File: src/rtl/stack_pkg.sv
// Shared constants, instruction layout and FSM state type for the stack control unit.
package stack_pkg;

    localparam int unsigned WORD_W = 16;
    localparam int unsigned OPC_W  = 4;
    localparam int unsigned OPND_W = 12;
    localparam int unsigned STK_W  = 3;
    localparam int unsigned ALU_W  = 4;
    localparam int unsigned MUX_W  = 3;

    localparam logic [STK_W-1:0] STK_NOP     = 3'd0;
    localparam logic [STK_W-1:0] STK_PUSH    = 3'd1;
    localparam logic [STK_W-1:0] STK_POP     = 3'd2;
    localparam logic [STK_W-1:0] STK_REPLACE = 3'd3;

    localparam logic [MUX_W-1:0] MUX_ALU = 3'd0;
    localparam logic [MUX_W-1:0] MUX_IMM = 3'd1;

    localparam logic [OPC_W-1:0] OP_NOP   = 4'h0;
    localparam logic [OPC_W-1:0] OP_PUSHI = 4'h1;
    localparam logic [OPC_W-1:0] OP_POP   = 4'h2;
    localparam logic [OPC_W-1:0] OP_ALU   = 4'h3;
    localparam logic [OPC_W-1:0] OP_JMP   = 4'h4;
    localparam logic [OPC_W-1:0] OP_JZ    = 4'h5;
    localparam logic [OPC_W-1:0] OP_HALT  = 4'hF;

    typedef enum logic [1:0] {
        FETCH     = 2'd0,
        FETCH_IMM = 2'd1,
        EXEC      = 2'd2,
        HALT      = 2'd3
    } state_t;

    typedef struct packed {
        logic [OPC_W-1:0]  opcode;
        logic [OPND_W-1:0] operand;
    } instr_t;

endpackage

File: src/rtl/stack_decoder.sv
// Combinational instruction decode to datapath controls and opcode class flags.
// Branch opcodes are decoded only when STACK_CTRL_BRANCH_EN is defined; otherwise they are illegal.
module stack_decoder
    import stack_pkg::*;
(
    input  instr_t           instr,
    output logic [STK_W-1:0] stack_op,
    output logic [ALU_W-1:0] alu_op,
    output logic [MUX_W-1:0] mux_sel,
    output logic             is_pushi,
    output logic             is_alu,
    output logic             is_jmp,
    output logic             is_jz,
    output logic             is_halt,
    output logic             is_illegal
);

    always_comb begin
        stack_op   = STK_NOP;
        alu_op     = '0;
        mux_sel    = MUX_ALU;
        is_pushi   = 1'b0;
        is_alu     = 1'b0;
        is_jmp     = 1'b0;
        is_jz      = 1'b0;
        is_halt    = 1'b0;
        is_illegal = 1'b0;
        case (instr.opcode)
            OP_NOP: ;
            OP_PUSHI: begin
                stack_op = STK_PUSH;
                mux_sel  = MUX_IMM;
                is_pushi = 1'b1;
            end
            OP_POP: stack_op = STK_POP;
            OP_ALU: begin
                stack_op = STK_REPLACE;
                alu_op   = instr.operand[ALU_W-1:0];
                mux_sel  = MUX_ALU;
                is_alu   = 1'b1;
            end
`ifdef STACK_CTRL_BRANCH_EN
            OP_JMP: is_jmp = 1'b1;
            OP_JZ: begin
                stack_op = STK_POP;
                is_jz    = 1'b1;
            end
`endif
            OP_HALT: is_halt = 1'b1;
            default: is_illegal = 1'b1;
        endcase
    end

endmodule

File: src/rtl/stack_control_unit.sv
// Fetch/execute sequencer for a 16-bit stack machine: pc, ir, immediate and status flags.
// Branch support (JMP/JZ) is selected in stack_decoder by STACK_CTRL_BRANCH_EN.
module stack_control_unit
    import stack_pkg::*;
#(
    parameter int unsigned PC_WIDTH = 12
) (
    input  logic                CLK,
    input  logic                reset,
    output logic [PC_WIDTH-1:0] imem_addr,
    output logic                imem_req,
    input  logic                imem_valid,
    input  logic [WORD_W-1:0]   imem_data,
    input  logic [WORD_W-1:0]   a_in,
    input  logic                ovf_in,
    output logic [STK_W-1:0]    stackOP,
    output logic [ALU_W-1:0]    aluOP,
    output logic [MUX_W-1:0]    mux_selector,
    output logic [WORD_W-1:0]   immediate,
    output logic                halted,
    output logic                illegal,
    output logic                ovf_flag
);

    state_t              state, state_n;
    logic [PC_WIDTH-1:0] pc, pc_n;
    instr_t              ir, ir_n;
    logic [WORD_W-1:0]   imm_n;
    logic                req_n, halted_n, illegal_n, ovf_n, fetch_ok, exec_n;
    logic [STK_W-1:0]    stk_n;
    logic [ALU_W-1:0]    alu_n;
    logic [MUX_W-1:0]    mux_n;

    logic [STK_W-1:0]    dec_stack_op;
    logic [ALU_W-1:0]    dec_alu_op;
    logic [MUX_W-1:0]    dec_mux_sel;
    logic                dec_pushi, dec_alu, dec_jmp, dec_jz, dec_halt, dec_illegal;

    assign imem_addr = pc;

    // Decoding ir_n lets the EXEC controls be registered on the same edge that enters EXEC.
    stack_decoder u_decoder (
        .instr      (ir_n),
        .stack_op   (dec_stack_op),
        .alu_op     (dec_alu_op),
        .mux_sel    (dec_mux_sel),
        .is_pushi   (dec_pushi),
        .is_alu     (dec_alu),
        .is_jmp     (dec_jmp),
        .is_jz      (dec_jz),
        .is_halt    (dec_halt),
        .is_illegal (dec_illegal)
    );

    always_comb begin
        state_n   = state;
        pc_n      = pc;
        ir_n      = ir;
        imm_n     = immediate;
        illegal_n = illegal;
        ovf_n     = ovf_flag;
        fetch_ok  = imem_req && imem_valid;
        case (state)
            FETCH: begin
                if (fetch_ok) begin
                    ir_n    = instr_t'(imem_data);
                    pc_n    = pc + PC_WIDTH'(1);
                    state_n = dec_pushi ? FETCH_IMM : EXEC;
                end
            end
            FETCH_IMM: begin
                if (fetch_ok) begin
                    imm_n   = imem_data;
                    pc_n    = pc + PC_WIDTH'(1);
                    state_n = EXEC;
                end
            end
            EXEC: begin
                state_n = FETCH;
                if (dec_halt || dec_illegal) state_n = HALT;
                if (dec_illegal) illegal_n = 1'b1;
                if (dec_alu && ovf_in) ovf_n = 1'b1;
                if (dec_jmp || (dec_jz && (a_in == WORD_W'(0)))) pc_n = PC_WIDTH'(ir.operand);
            end
            HALT: ;
            default: state_n = FETCH;
        endcase

        // Datapath controls are live only for the cycle spent in EXEC.
        exec_n   = (state_n == EXEC);
        stk_n    = exec_n ? dec_stack_op : STK_NOP;
        alu_n    = exec_n ? dec_alu_op   : '0;
        mux_n    = exec_n ? dec_mux_sel  : MUX_ALU;
        req_n    = (state_n == FETCH) || (state_n == FETCH_IMM);
        halted_n = (state_n == HALT);
    end

    always_ff @(posedge CLK or negedge reset) begin
        if (!reset) begin
            state        <= FETCH;
            pc           <= '0;
            ir           <= '0;
            immediate    <= '0;
            imem_req     <= 1'b0;
            stackOP      <= STK_NOP;
            aluOP        <= '0;
            mux_selector <= MUX_ALU;
            halted       <= 1'b0;
            illegal      <= 1'b0;
            ovf_flag     <= 1'b0;
        end else begin
            state        <= state_n;
            pc           <= pc_n;
            ir           <= ir_n;
            immediate    <= imm_n;
            imem_req     <= req_n;
            stackOP      <= stk_n;
            aluOP        <= alu_n;
            mux_selector <= mux_n;
            halted       <= halted_n;
            illegal      <= illegal_n;
            ovf_flag     <= ovf_n;
        end
    end

endmodule

File: config.mk
export PLATFORM = sky130hd
export DESIGN_NAME = stack_control_unit
export DESIGN_NICKNAME = d
export VERILOG_FILES = /design/src/rtl/stack_pkg.sv /design/src/rtl/stack_decoder.sv /design/src/rtl/stack_control_unit.sv
export SDC_FILE = /design/constraint.sdc
export NUM_CORES = 1
export LEC_CHECK = 0
export ABC_AREA = 1
export BUFFER_PORTS_ARGS = -buffer_cell sky130_fd_sc_hd__clkbuf_2
export CAP_MARGIN = 30
export CELL_PAD_IN_SITES_DETAIL_PLACEMENT = 0
export CELL_PAD_IN_SITES_GLOBAL_PLACEMENT = 2
export CORE_AREA = 2 2 90 84
export DETAILED_ROUTE_END_ITERATION = 7
export DIE_AREA = 0 0 92 86
export PLACE_DENSITY = 0.93
export SKIP_CTS_REPAIR_TIMING = 1
export SLEW_MARGIN = 10
export SYNTH_ARGS = -nofsm -noshare
export SYNTH_HDL_FRONTEND = slang
export SYNTH_SLANG_ARGS = --single-unit
File: constraint.sdc
create_clock -name CLK -period 3.52 [get_ports CLK]
set_clock_uncertainty 0.05 [all_clocks]
set_input_delay 0 -clock CLK [delete_from_list [all_inputs] [get_ports CLK]]
set_output_delay 0 -clock CLK [all_outputs]
set_load 0.02 [all_outputs]
==> summary.txt, run 1 <==
Clock tree
  • Num CTS Buffers: 5
  • CTS Buffer Depth: 2
  • Clk sinks: 49
  • Worst skew pair latency: 290 ps
  • CTS tree: done
  • Clock slew at reported path FFs: approximately 90 ps
  • Max H-tree Level: 2
  • CTS root buf: clkbuf_8

Routing
  • Vias: 1563
  • Antenna-violating nets left: 0
  • Drt via density: 4.06
  • WL/cell: about 11 um
  • WL final: 4260 um
  • First-pass iteration count of the detailed router: 4
  • Drc violations: 0
  • Initial drt markers: 73

Finish
  • ANT cells: 0
  • Area Growth Syn to Fin: 29.5%
  • Most frequent cells in the layout: clkbuf_2, dfrtp_1, nand2_1, inv_1, dlygate4sd3_1
  • Fin area: roughly 2800 um^2
  • Layout cells sized above 1: 0.370
  • Fill cells: 691
  • Final Net Count: around 330
  • Leading cell type in the layout, fill and taps excluded: clkbuf_2

Power and ir drop
  • Leakage: 1.55 nW
  • PD cells: 330 nW/um^2
  • Int Power: roughly 0.73 mW
  • Comb power frac: 0.047
  • Clock share of power: 0.348
  • Sw Share: 0.220
  • Peak supply drop: about 130 uV
  • Sw Pwr: 0.205 mW
  • Power share of the sequential group: 0.605

Synth
  • Yosys top cell area share: 0.563
  • Post-synth EDFFs: 0
  • Synthesized area per cell: 10.3 um^2
  • Mapped Cells: between 200 and 250
  • Post-synth top area cell: dfrtp_1
  • Most common flop cell mapped by yosys: dfrtp_1
  • #FFs+latches synth: 49
  • Netlist cell types: 28
  • Asr flop ratio synth: 1.00
  • YS warnings: 0
  • Sequential area share after synthesis: 0.563
  • Post-synthesis cell area: 2180 um^2
  • Synth area leaders: dfrtp_1, nand2_1, mux2_2

Floorplanning
  • Die H: 86 um
  • IO Count: slightly below 80
  • Row cnt: 29
  • Core Region: 6890 um^2
  • Starting density of the core: 0.316
  • Total die area: 7910 um^2
  • Die width: around 92 um

Timing
  • Fmax: 534 MHz
  • Final Hold Vio Count: 0
  • Minimum clock period: 1870 ps
  • Period utilisation layout: 0.532
  • Setup TNS: 0 ps
  • Final Max Tran Viols: 0
  • Worst Tran Pin Value: 768 ps
  • Slew headroom: 0.486
  • RSZ-0062 raised after global routing: false
  • Final setup vio count: 0

Setup path
  • R2r startpoint: imem_req$_DFF_PN0_
  • Worst setup EP type: register
  • Worst R2R Setup Slack: between 1500 and 2000 ps
  • Critical path required time: 3650 ps
  • WP data arrival: 2010 ps
  • Worst r2r path cells: 4
  • Startpoint types: register
  • Capturing point of the worst reg2reg path: immediate[15]$_DFFE_PN0P_
  • CP Max Fanout: 22
  • Classification of the worst setup path: reg2reg

Min path
  • Hold Path Origin: imem_valid
  • Hold path endpoint: ir[14]$_DFF_PN0_
  • Hold Path Depth: 5
  • Hold crit path type: in2reg

Run
  • # Max-Cap Violations: 0

Global routing
  • GRT Overall Usage: 0.111
  • GR Overflow Total: 0
  • Vias in the first global route: ~1500
  • Initial antenna violation count: 0
  • First-pass GRT wire length: 7000 um
  • Pin count of the biggest net entering global routing: 50

Place
  • Final GP Congestion: 0.675
  • PortBufs: 58
  • Detail Placement HPWL: 2980 um
  • Cell Area, Placed: 2560 um^2

Run status
  • Status: complete, no violations
## worst max path at each step
stage / startpoint / end / slack, ps / cells after the start
after global placement: imem_req$_DFF_PN0_ / immediate[15]$_DFFE_PN0P_ / 1630 / 4
final: imem_req$_DFF_PN0_ / immediate[15]$_DFFE_PN0P_ / 1650 / 4
after CTS: imem_req$_DFF_PN0_ / immediate[15]$_DFFE_PN0P_ / 1600 / 4
after detailed placement: imem_req$_DFF_PN0_ / immediate[15]$_DFFE_PN0P_ / 1620 / 4
after floorplan: imem_req$_DFF_PN0_ / aluOP[0]$_DFF_PN0_ / 1890 / 9
after global routing: imem_req$_DFF_PN0_ / immediate[15]$_DFFE_PN0P_ / 1460 / 4
## cells in the mapped netlist (4+ instances only)
| master | instances |
|---|---|
| nor2_1 | 6 |
| a21oi_1 | 4 |
| nand2_4 | 5 |
| nor2_2 | 12 |
| xnor2_1 | 5 |
| xor2_1 | 5 |
| dfrtp_1 | 49 |
| nand2_2 | 8 |
| nand3_1 | 14 |
| mux2_2 | 11 |
| nand2_1 | 38 |
| o21ai_0 | 8 |
| inv_1 | 26 |
## worst max-delay path, stage by stage (launching register included)
cell	delay, ps
dfrtp_1	470
nand2_4	120
nor2_8	170
nand2_1	480
mux2_2	460
## layer usage
metal	up-vias	share of wire	global-route usage
li1	804	-	-
met1	725	0.47	0.148
met2	32	0.49	0.178
met3	2	0.040	0.0316
met4	0	0.0038	0.0285
met5	-	0	0
## kinds of logic after synthesis
kind of cell               after synthesis  share of synthesized area
and+or+nand+nor                         91                      0.231
DFF                                     49                      0.563
buffers and inverters                   33                     0.0660
AOI/OAI and AO/OA                       15                     0.0356
muxes                                   11                     0.0569
xor gates and xnor gates                10                     0.0402
adders and majority gates                1                    0.00574
other                                    1                    0.00172
## state kept, by name, indices dropped and copies added (netlist names)
name,flops
aluOP,4
halted,1
illegal,1
imem_addr,12
imem_req,1
immediate,16
ir,8
mux_selector,1
ovf_flag,1
stackOP,2
state,2
## power groups by stage
stage               Combinational [mW]  Sequential (mW)  Clock (mW)
global route                    0.0494            0.563       0.368
global placement                0.0288            0.574           0
CTS                             0.0293            0.562       0.340
detailed placement              0.0293            0.574           0
floorplan                      0.00729            0.574           0
finish                          0.0437            0.562       0.324
## per-stage QoR
| step | setup WS (ps) | total power, mW | hold slack (ps) | std cells | utilization |
|---|---|---|---|---|---|
| 4_1_cts | 1600 | 0.932 | -228 | 367 | 0.383 |
| 6_report | 1650 | 0.930 | 107 | 385 | 0.409 |
| 3_3_place_gp | 1630 | 0.602 | 98.0 | 359 | 0.371 |
| 5_1_grt | 1460 | 0.980 | 130 | 385 | 0.409 |
| 3_5_place_dp | 1620 | 0.603 | 105 | 359 | 0.371 |
| 2_1_floorplan | 1890 | 0.581 | -346 | 213 | - |
## cell type report
type / instances / area (um^2) / area share
sequential: 49 / 1230 / 0.435
clock buffer: 7 / 76.3 / 0.0271
tap: 93 / 116 / 0.0412
clock inverter: 1 / 7.51 / 0.00266
inverter: 27 / 101 / 0.0359
timing repair buffer: 77 / 478 / 0.169
multi-input combinational: 131 / 816 / 0.289
Power figures use the tool's default switching activity.
==> run 2, diff against run 1 <==
ABC_AREA = 0   (was 1)
CORE_AREA = 2 2 90 83   (was 2 2 90 84)
DIE_AREA = 0 0 92 85   (was 0 0 92 86)
PLACE_DENSITY = 0.87   (was 0.93)
clock period = 1.8 ns   (was 3.52 ns; I/O delays follow)
==> run 2 against run 1 <==
Worst hold slack got worse by 37 ps. Clock-buffer cell count down 1. Setup slack worse by 1400 ps. Via count down 7.9%. Non-clock buffer count increased by 4. Global-route usage rose by 0.21 points. Cell count fell by 15%. Fmax is 17% higher. Largest cell class unchanged.
==> summary.txt, run 2 <==
Floorplanning
  • Row cnt: 29 (unchanged)
  • IO Count: 78 (unchanged)
  • Die width: 92 um (unchanged)
  • Total die area: 7820 um^2 (was 7910 um^2)
  • Core Region: 6890 um^2 (unchanged)
  • Starting density of the core: 0.301 (was 0.316)
  • Die H: 85 um (was 86 um)

Global routing
  • Pin count of the biggest net entering global routing: 50 (unchanged)
  • GRT Overall Usage: 0.113 (was 0.111)
  • Initial antenna violation count: 0 (unchanged)
  • GR Overflow Total: 0 (unchanged)
  • Vias in the first global route: 1355 (was 1495)
  • First-pass GRT wire length: 6810 um (was 7000 um)

Timing
  • RSZ-0062 raised after global routing: false (unchanged)
  • Minimum clock period: 1600 ps (was 1870 ps)
  • Worst Tran Pin Value: 608 ps (was 768 ps)
  • Final Hold Vio Count: 0 (unchanged)
  • Period utilisation layout: 0.886 (was 0.532)
  • Final setup vio count: 0 (unchanged)
  • Slew headroom: 0.594 (was 0.486)
  • Fmax: 627 MHz (was 534 MHz)
  • Final WS setup: 205 ps (was 1650 ps)
  • Setup TNS: 0 ps (unchanged)
  • Final Max Tran Viols: 0 (unchanged)

Synth
  • Netlist cell types: 37 (was 28)
  • Sequential area share after synthesis: 0.591 (was 0.563)
  • Post-synth top area cell: dfrtp_1 (unchanged)
  • Post-synthesis cell area: 2070 um^2 (was 2180 um^2)
  • Synth area leaders: dfrtp_1, mux2_2, mux2_4 (was dfrtp_1, nand2_1, mux2_2)
  • Most frequent cell after synthesis: dfrtp_1 (unchanged)
  • Most common flop cell mapped by yosys: dfrtp_1 (unchanged)
  • Synthesized area per cell: 13.9 um^2 (was 10.3 um^2)
  • #FFs+latches synth: 49 (unchanged)
  • Asr flop ratio synth: 1.00 (unchanged)
  • YS warnings: 0 (unchanged)
  • Synth cell count leaders: dfrtp_1, mux2_2, mux2_4 (was dfrtp_1, nand2_1, inv_1, nand3_1, nor2_2)
  • Mapped Cells: 149 (was 211)
  • Post-synth EDFFs: 0 (unchanged)
  • Yosys top cell area share: 0.591 (was 0.563)

Place
  • PortBufs: 58 (unchanged)
  • Cell Area, Placed: 2470 um^2 (was 2560 um^2)
  • Final GP Congestion: 0.803 (was 0.675)
  • Detail Placement HPWL: 2930 um (was 2980 um)
  • Post-Place Setup Slack: 238 ps (was 1620 ps)

Finish
  • Leading cell type in the layout, fill and taps excluded: clkbuf_2 (unchanged)
  • Sequential standard cell area: 1230 um^2 (unchanged)
  • Fin area: 2740 um^2 (was 2820 um^2)
  • Most frequent cells in the layout: clkbuf_2, dfrtp_1, dlygate4sd3_1, mux2_2, mux2_4 (was clkbuf_2, dfrtp_1, nand2_1, inv_1, dlygate4sd3_1)
  • Final Net Count: 269 (was 328)
  • Top reg by flops: immediate (unchanged)
  • ANT cells: 0 (unchanged)
  • Layout cells sized above 1: 0.438 (was 0.370)
  • Multi-input gate area: 792 um^2 (was 816 um^2)
  • Max FFs per register: 16 (unchanged)
  • Area Growth Syn to Fin: 32.0% (was 29.5%)
  • Fill cells: 683 (was 691)

Setup path
  • R2r startpoint: state[1]$_DFF_PN0_ (was imem_req$_DFF_PN0_)
  • CP Max Fanout: 8 (was 22)
  • Worst r2r path cells: 3 (was 4)
  • Classification of the worst setup path: reg2reg (unchanged)
  • Capturing point of the worst reg2reg path: ir[12]$_DFF_PN0_ (was immediate[15]$_DFFE_PN0P_)
  • Critical path's slowest cell: dfrtp_1 (was nand2_1)
  • Crit-path cells: nand3b_2 -> nor2_4 -> mux2_2 (was nand2_4 -> nor2_8 -> nand2_1 -> mux2_2)
  • WP data arrival: 1730 ps (was 2010 ps)
  • Crit path largest cell delay: 430 ps (was 480 ps)
  • Startpoint types: register (unchanged)
  • Critical path required time: 1940 ps (was 3650 ps)
  • Worst R2R Setup Slack: 200 ps (was 1650 ps)
  • Worst setup EP type: register (unchanged)

Routing
  • Drt via density: 4.42 (was 4.06)
  • WL/cell: 13.3 um (was 11.1 um)
  • Vias: 1440 (was 1563)
  • Drc violations: 0 (unchanged)
  • First-pass iteration count of the detailed router: 4 (unchanged)
  • Initial drt markers: 63 (was 73)
  • Antenna-violating nets left: 0 (unchanged)
  • WL final: 4350 um (was 4260 um)

Power and ir drop
  • Power share of the sequential group: 0.446 (was 0.605)
  • Comb power frac: 0.391 (was 0.047)
  • Leakage: 1.35 nW (was 1.55 nW)
  • Sw Share: 0.372 (was 0.220)
  • Sw Pwr: 1.48 mW (was 0.205 mW)
  • Peak supply drop: 592 uV (was 128 uV)
  • Clock share of power: 0.163 (was 0.348)
  • Int Power: 2.49 mW (was 0.725 mW)
  • PD cells: 1450 nW/um^2 (was 330 nW/um^2)

Run
  • # Max-Cap Violations: 0 (unchanged)

Clock tree
  • Clk sinks: 49 (unchanged)
  • CTS Buffer Depth: 2 (unchanged)
  • CTS tree: done (unchanged)
  • CTS root buf: clkbuf_8 (unchanged)
  • Num CTS Buffers: 5 (unchanged)
  • Clock slew at reported path FFs: 90 ps (about the same)
  • Worst skew pair latency: 310 ps (was 290 ps)
  • Max H-tree Level: 2 (unchanged)

Min path
  • Hold path endpoint: imem_addr[2]$_DFFE_PN0P_ (was ir[14]$_DFF_PN0_)
  • Hold Path Depth: 3 (was 5)
  • Hold Path Origin: imem_valid (unchanged)
  • Hold crit path type: in2reg (unchanged)

Run status
  • Status: complete, no violations (unchanged)
run 2: worst max-delay path, delay by kind of cell, from the launching register on:
| kind | cells | cell delay (ps) |
|---|---|---|
| multiplexers | 1 | 370 |
| flip-flops | 1 | 430 |
| AND/OR/NAND/NOR | 2 | 630 |
run 2: kinds of logic after synthesis:
group / after synthesis / share of synthesized area
mux: 28 / 0.168
xor+xnor: 11 / 0.0465
simple gates: 40 / 0.124
buf+inv: 9 / 0.0302
flops: 49 / 0.591
compound gates: 10 / 0.0326
other cells: 1 / 0.00181
fa+ha+maj: 1 / 0.00603
run 2: cell type report:
cell class,instances,share of cell area
clock inverters,2,0.00548
flip-flops and latches,49,0.448
inverters,2,0.00274
repair buffers,81,0.186
well taps,93,0.0425
multi-input cells,93,0.289
clock buffers,6,0.0265
run 2: how the worst max path moves through the flow:
stage	cells past startpoint	endpoint	start	slack, ps
4_1_cts	3	ir[12]$_DFF_PN0_	state[1]$_DFF_PN0_	200
3_3_place_gp	3	ir[14]$_DFF_PN0_	state[1]$_DFF_PN0_	250
2_1_floorplan	5	immediate[0]$_DFFE_PN0P_	imem_req$_DFF_PN0_	260
3_5_place_dp	3	ir[15]$_DFF_PN0_	state[1]$_DFF_PN0_	240
5_1_grt	3	ir[15]$_DFF_PN0_	state[1]$_DFF_PN0_	140
6_report	3	ir[12]$_DFF_PN0_	state[1]$_DFF_PN0_	200
run 2: per-layer routing:
metal | vias up | GRT usage | routed length, um | share of wire
met5 | - | 0 | 0 | 0
li1 | 691 | - | - | -
met3 | 5 | 0.0382 | 309 | 0.071
met2 | 49 | 0.175 | 2090 | 0.48
met4 | 0 | 0.0407 | 49 | 0.011
met1 | 695 | 0.148 | 1900 | 0.44
run 2: power groups by stage:
stage | Combinational (mW) | Clock (mW) | Sequential, mW
floorplan | 0.728 | 0 | 2.09
global placement | 1.51 | 0 | 1.77
detailed placement | 1.53 | 0 | 1.78
CTS | 1.54 | 0.674 | 1.77
global route | 1.68 | 0.736 | 1.82
finish | 1.55 | 0.647 | 1.77
run 2: per-stage QoR:
step	cells	utilization	hold WS, ps	power [mW]
after floorplan	151	-	-346	2.81
after global placement	300	0.358	97.1	3.28
after detailed placement	300	0.358	97.4	3.31
after CTS	308	0.371	-244	3.98
after global routing	326	0.397	54.7	4.23
final	326	0.397	69.4	3.96
==> run 3, diff against run 2 <==
CORE_AREA = 2 2 61 121   (was 2 2 90 83)
DIE_AREA = 0 0 63 123   (was 0 0 92 85)
==> run 3 against run 2 <==
The flow now finishes with violations (negative hold slack). Register-to-register slack got worse by 50 ps. Cell count decreased by 0.92%. Sequential cell count unchanged. Sequential power is essentially flat.
==> summary.txt, run 3 (same netlist as run 2, synthesis figures left out) <==
Run status
  • Status: finished, violations left (was complete, no violations)
  • Failing checks: negative hold slack

Clock tree
  • Clk sinks: 49 (unchanged)
  • CTS Buffer Depth: 2 (unchanged)
  • CTS tree: done (unchanged)
  • CTS root buf: clkbuf_16 (was clkbuf_8)
  • Num CTS Buffers: 5 (unchanged)
  • Clock slew at reported path FFs: 60 ps (was 90 ps)
  • Max H-tree Level: 2 (unchanged)
  • Worst skew pair latency: 280 ps (was 310 ps)

Global routing
  • First-pass GRT wire length: 7120 um (was 6810 um)
  • GRT Overall Usage: 0.118 (was 0.113)
  • GR Overflow Total: 0 (unchanged)
  • Pin count of the biggest net entering global routing: 50 (unchanged)
  • Vias in the first global route: 1428 (was 1355)
  • Initial antenna violation count: 0 (unchanged)

Timing
  • Fmax: 609 MHz (was 627 MHz)
  • Minimum clock period: 1640 ps (was 1600 ps)
  • Final Max Tran Viols: 0 (unchanged)
  • Setup TNS: 0 ps (unchanged)
  • Worst Tran Pin Value: 613 ps (was 608 ps)
  • Final setup vio count: 0 (unchanged)
  • Hold_ws: -30.2 ps (was 69.4 ps)
  • Period utilisation layout: 0.912 (was 0.886)
  • Final Hold Vio Count: 3 (was 0)
  • Slew headroom: 0.592 (was 0.594)
  • RSZ-0062 raised after global routing: false (unchanged)

Finish
  • Leading cell type in the layout, fill and taps excluded: clkbuf_2 (unchanged)
  • Sequential standard cell area: 1230 um^2 (unchanged)
  • Final Net Count: 269 (unchanged)
  • Fin area: 2820 um^2 (was 2740 um^2)
  • Multi-input gate area: 792 um^2 (unchanged)
  • Most frequent cells in the layout: clkbuf_2, dfrtp_1, dlygate4sd3_1, mux2_2, mux2_4 (unchanged)
  • Area Growth Syn to Fin: 35.8% (was 32.0%)
  • Fill cells: 662 (was 683)
  • Top reg by flops: immediate (unchanged)
  • Layout cells sized above 1: 0.442 (was 0.438)
  • Max FFs per register: 16 (unchanged)
  • ANT cells: 0 (unchanged)

Power and ir drop
  • Comb power frac: 0.351 (was 0.391)
  • Leakage: 1.40 nW (was 1.35 nW)
  • Sw Pwr: 1.50 mW (was 1.48 mW)
  • Sw Share: 0.339 (was 0.372)
  • Peak supply drop: 894 uV (was 592 uV)
  • Int Power: 2.92 mW (was 2.49 mW)
  • Clock share of power: 0.242 (was 0.163)
  • Power share of the sequential group: 0.407 (was 0.446)
  • PD cells: 1570 nW/um^2 (was 1450 nW/um^2)
  • Power Total: 4.41 mW (was 3.96 mW)

Setup path
  • Classification of the worst setup path: reg2reg (unchanged)
  • Worst R2R Setup Slack: 160 ps (was 200 ps)
  • Worst setup EP type: register (unchanged)
  • R2r startpoint: state[1]$_DFF_PN0_ (unchanged)
  • Capturing point of the worst reg2reg path: ir[0]$_DFF_PN0_ (was ir[12]$_DFF_PN0_)
  • Critical path required time: 1920 ps (was 1940 ps)
  • Worst r2r path cells: 3 (unchanged)
  • CP Max Fanout: 10 (was 8)
  • Startpoint types: register (unchanged)
  • WP data arrival: 1760 ps (was 1730 ps)

Routing
  • Highest metal used: met4 (unchanged)
  • Met2 Wirelength: 2340 um (was 2090 um)
  • Routed metal-1 wirelength: 1880 um (was 1900 um)
  • Drc violations: 0 (unchanged)
  • Drt via density: 4.55 (was 4.42)
  • Initial drt markers: 65 (was 63)
  • First-pass iteration count of the detailed router: 4 (unchanged)
  • Vias: 1470 (was 1440)
  • Wire length on met3: 242 um (was 309 um)
  • WL/cell: 14.0 um (was 13.3 um)
  • WL final: 4520 um (was 4350 um)
  • Antenna-violating nets left: 0 (unchanged)

Floorplanning
  • Die width: 63 um (was 92 um)
  • Total die area: 7750 um^2 (was 7820 um^2)
  • Core Region: 6830 um^2 (was 6890 um^2)
  • Row cnt: 43 (was 29)
  • Starting density of the core: 0.303 (was 0.301)
  • IO Count: 78 (unchanged)
  • Die H: 123 um (was 85 um)

Min path
  • Hold crit path type: in2reg (unchanged)
  • Hold Path Origin: imem_data[12] (was imem_valid)
  • Hold Path Depth: 2 (was 3)
  • Hold path endpoint: immediate[12]$_DFFE_PN0P_ (was imem_addr[2]$_DFFE_PN0P_)

Place
  • Final GP Congestion: 0.731 (was 0.803)
  • PortBufs: 58 (unchanged)
  • Detail Placement HPWL: 3000 um (was 2930 um)
  • Cell Area, Placed: 2470 um^2 (about the same)

Run
  • # Max-Cap Violations: 0 (unchanged)
[run 3: area by class of cell]
cell class / count / share of cell area
Timing Repair Buffer: 81 / 0.179
Multi-Input combinational cell: 93 / 0.281
Clock buffer: 7 / 0.0506
Clock inverter: 1 / 0.0107
Sequential cell: 49 / 0.435
Tap cell: 90 / 0.0400
Inverter: 2 / 0.00267
[run 3: worst max path at each step]
stage	slack [ps]	cells after the start	endpoint	start
after global routing	40	4	state[1]$_DFF_PN0_	state[0]$_DFF_PN0_
after floorplan	260	5	immediate[0]$_DFFE_PN0P_	imem_req$_DFF_PN0_
after CTS	160	3	ir[0]$_DFF_PN0_	state[1]$_DFF_PN0_
after global placement	180	3	ir[15]$_DFF_PN0_	state[1]$_DFF_PN0_
final	160	3	ir[0]$_DFF_PN0_	state[1]$_DFF_PN0_
after detailed placement	170	3	ir[2]$_DFF_PN0_	state[1]$_DFF_PN0_
[run 3: power groups by stage]
stage | combinational [mW] | sequential, mW | clock, mW
after floorplan | 0.728 | 2.09 | 0
after global placement | 1.51 | 1.77 | 0
after detailed placement | 1.53 | 1.80 | 0
after CTS | 1.54 | 1.80 | 1.09
after global routing | 1.67 | 1.86 | 1.13
final | 1.55 | 1.79 | 1.07
[run 3: per-stage QoR]
step / util / worst slack, ps / std cells / hold slack [ps]
4_1_cts: 0.387 / 158 / 306 / -218
3_3_place_gp: 0.362 / 178 / 298 / 80.3
6_report: 0.412 / 158 / 323 / -30.2
3_5_place_dp: 0.362 / 173 / 298 / 85.1
2_1_floorplan: - / 262 / 151 / -346
5_1_grt: 0.412 / 43.7 / 323 / 2.75
[run 3: critical path: stages, from the launching register on]
cell and delay [ps]:
dfrtp_1 420, nand3b_2 390, nor2_4 300, mux2_2 370
[run 3: metal layers]
layer | up-vias | track usage
li1 | 695 | -
met1 | 715 | 0.148
met2 | 53 | 0.195
met3 | 7 | 0.0255
met4 | 0 | 0.0542
met5 | - | 0
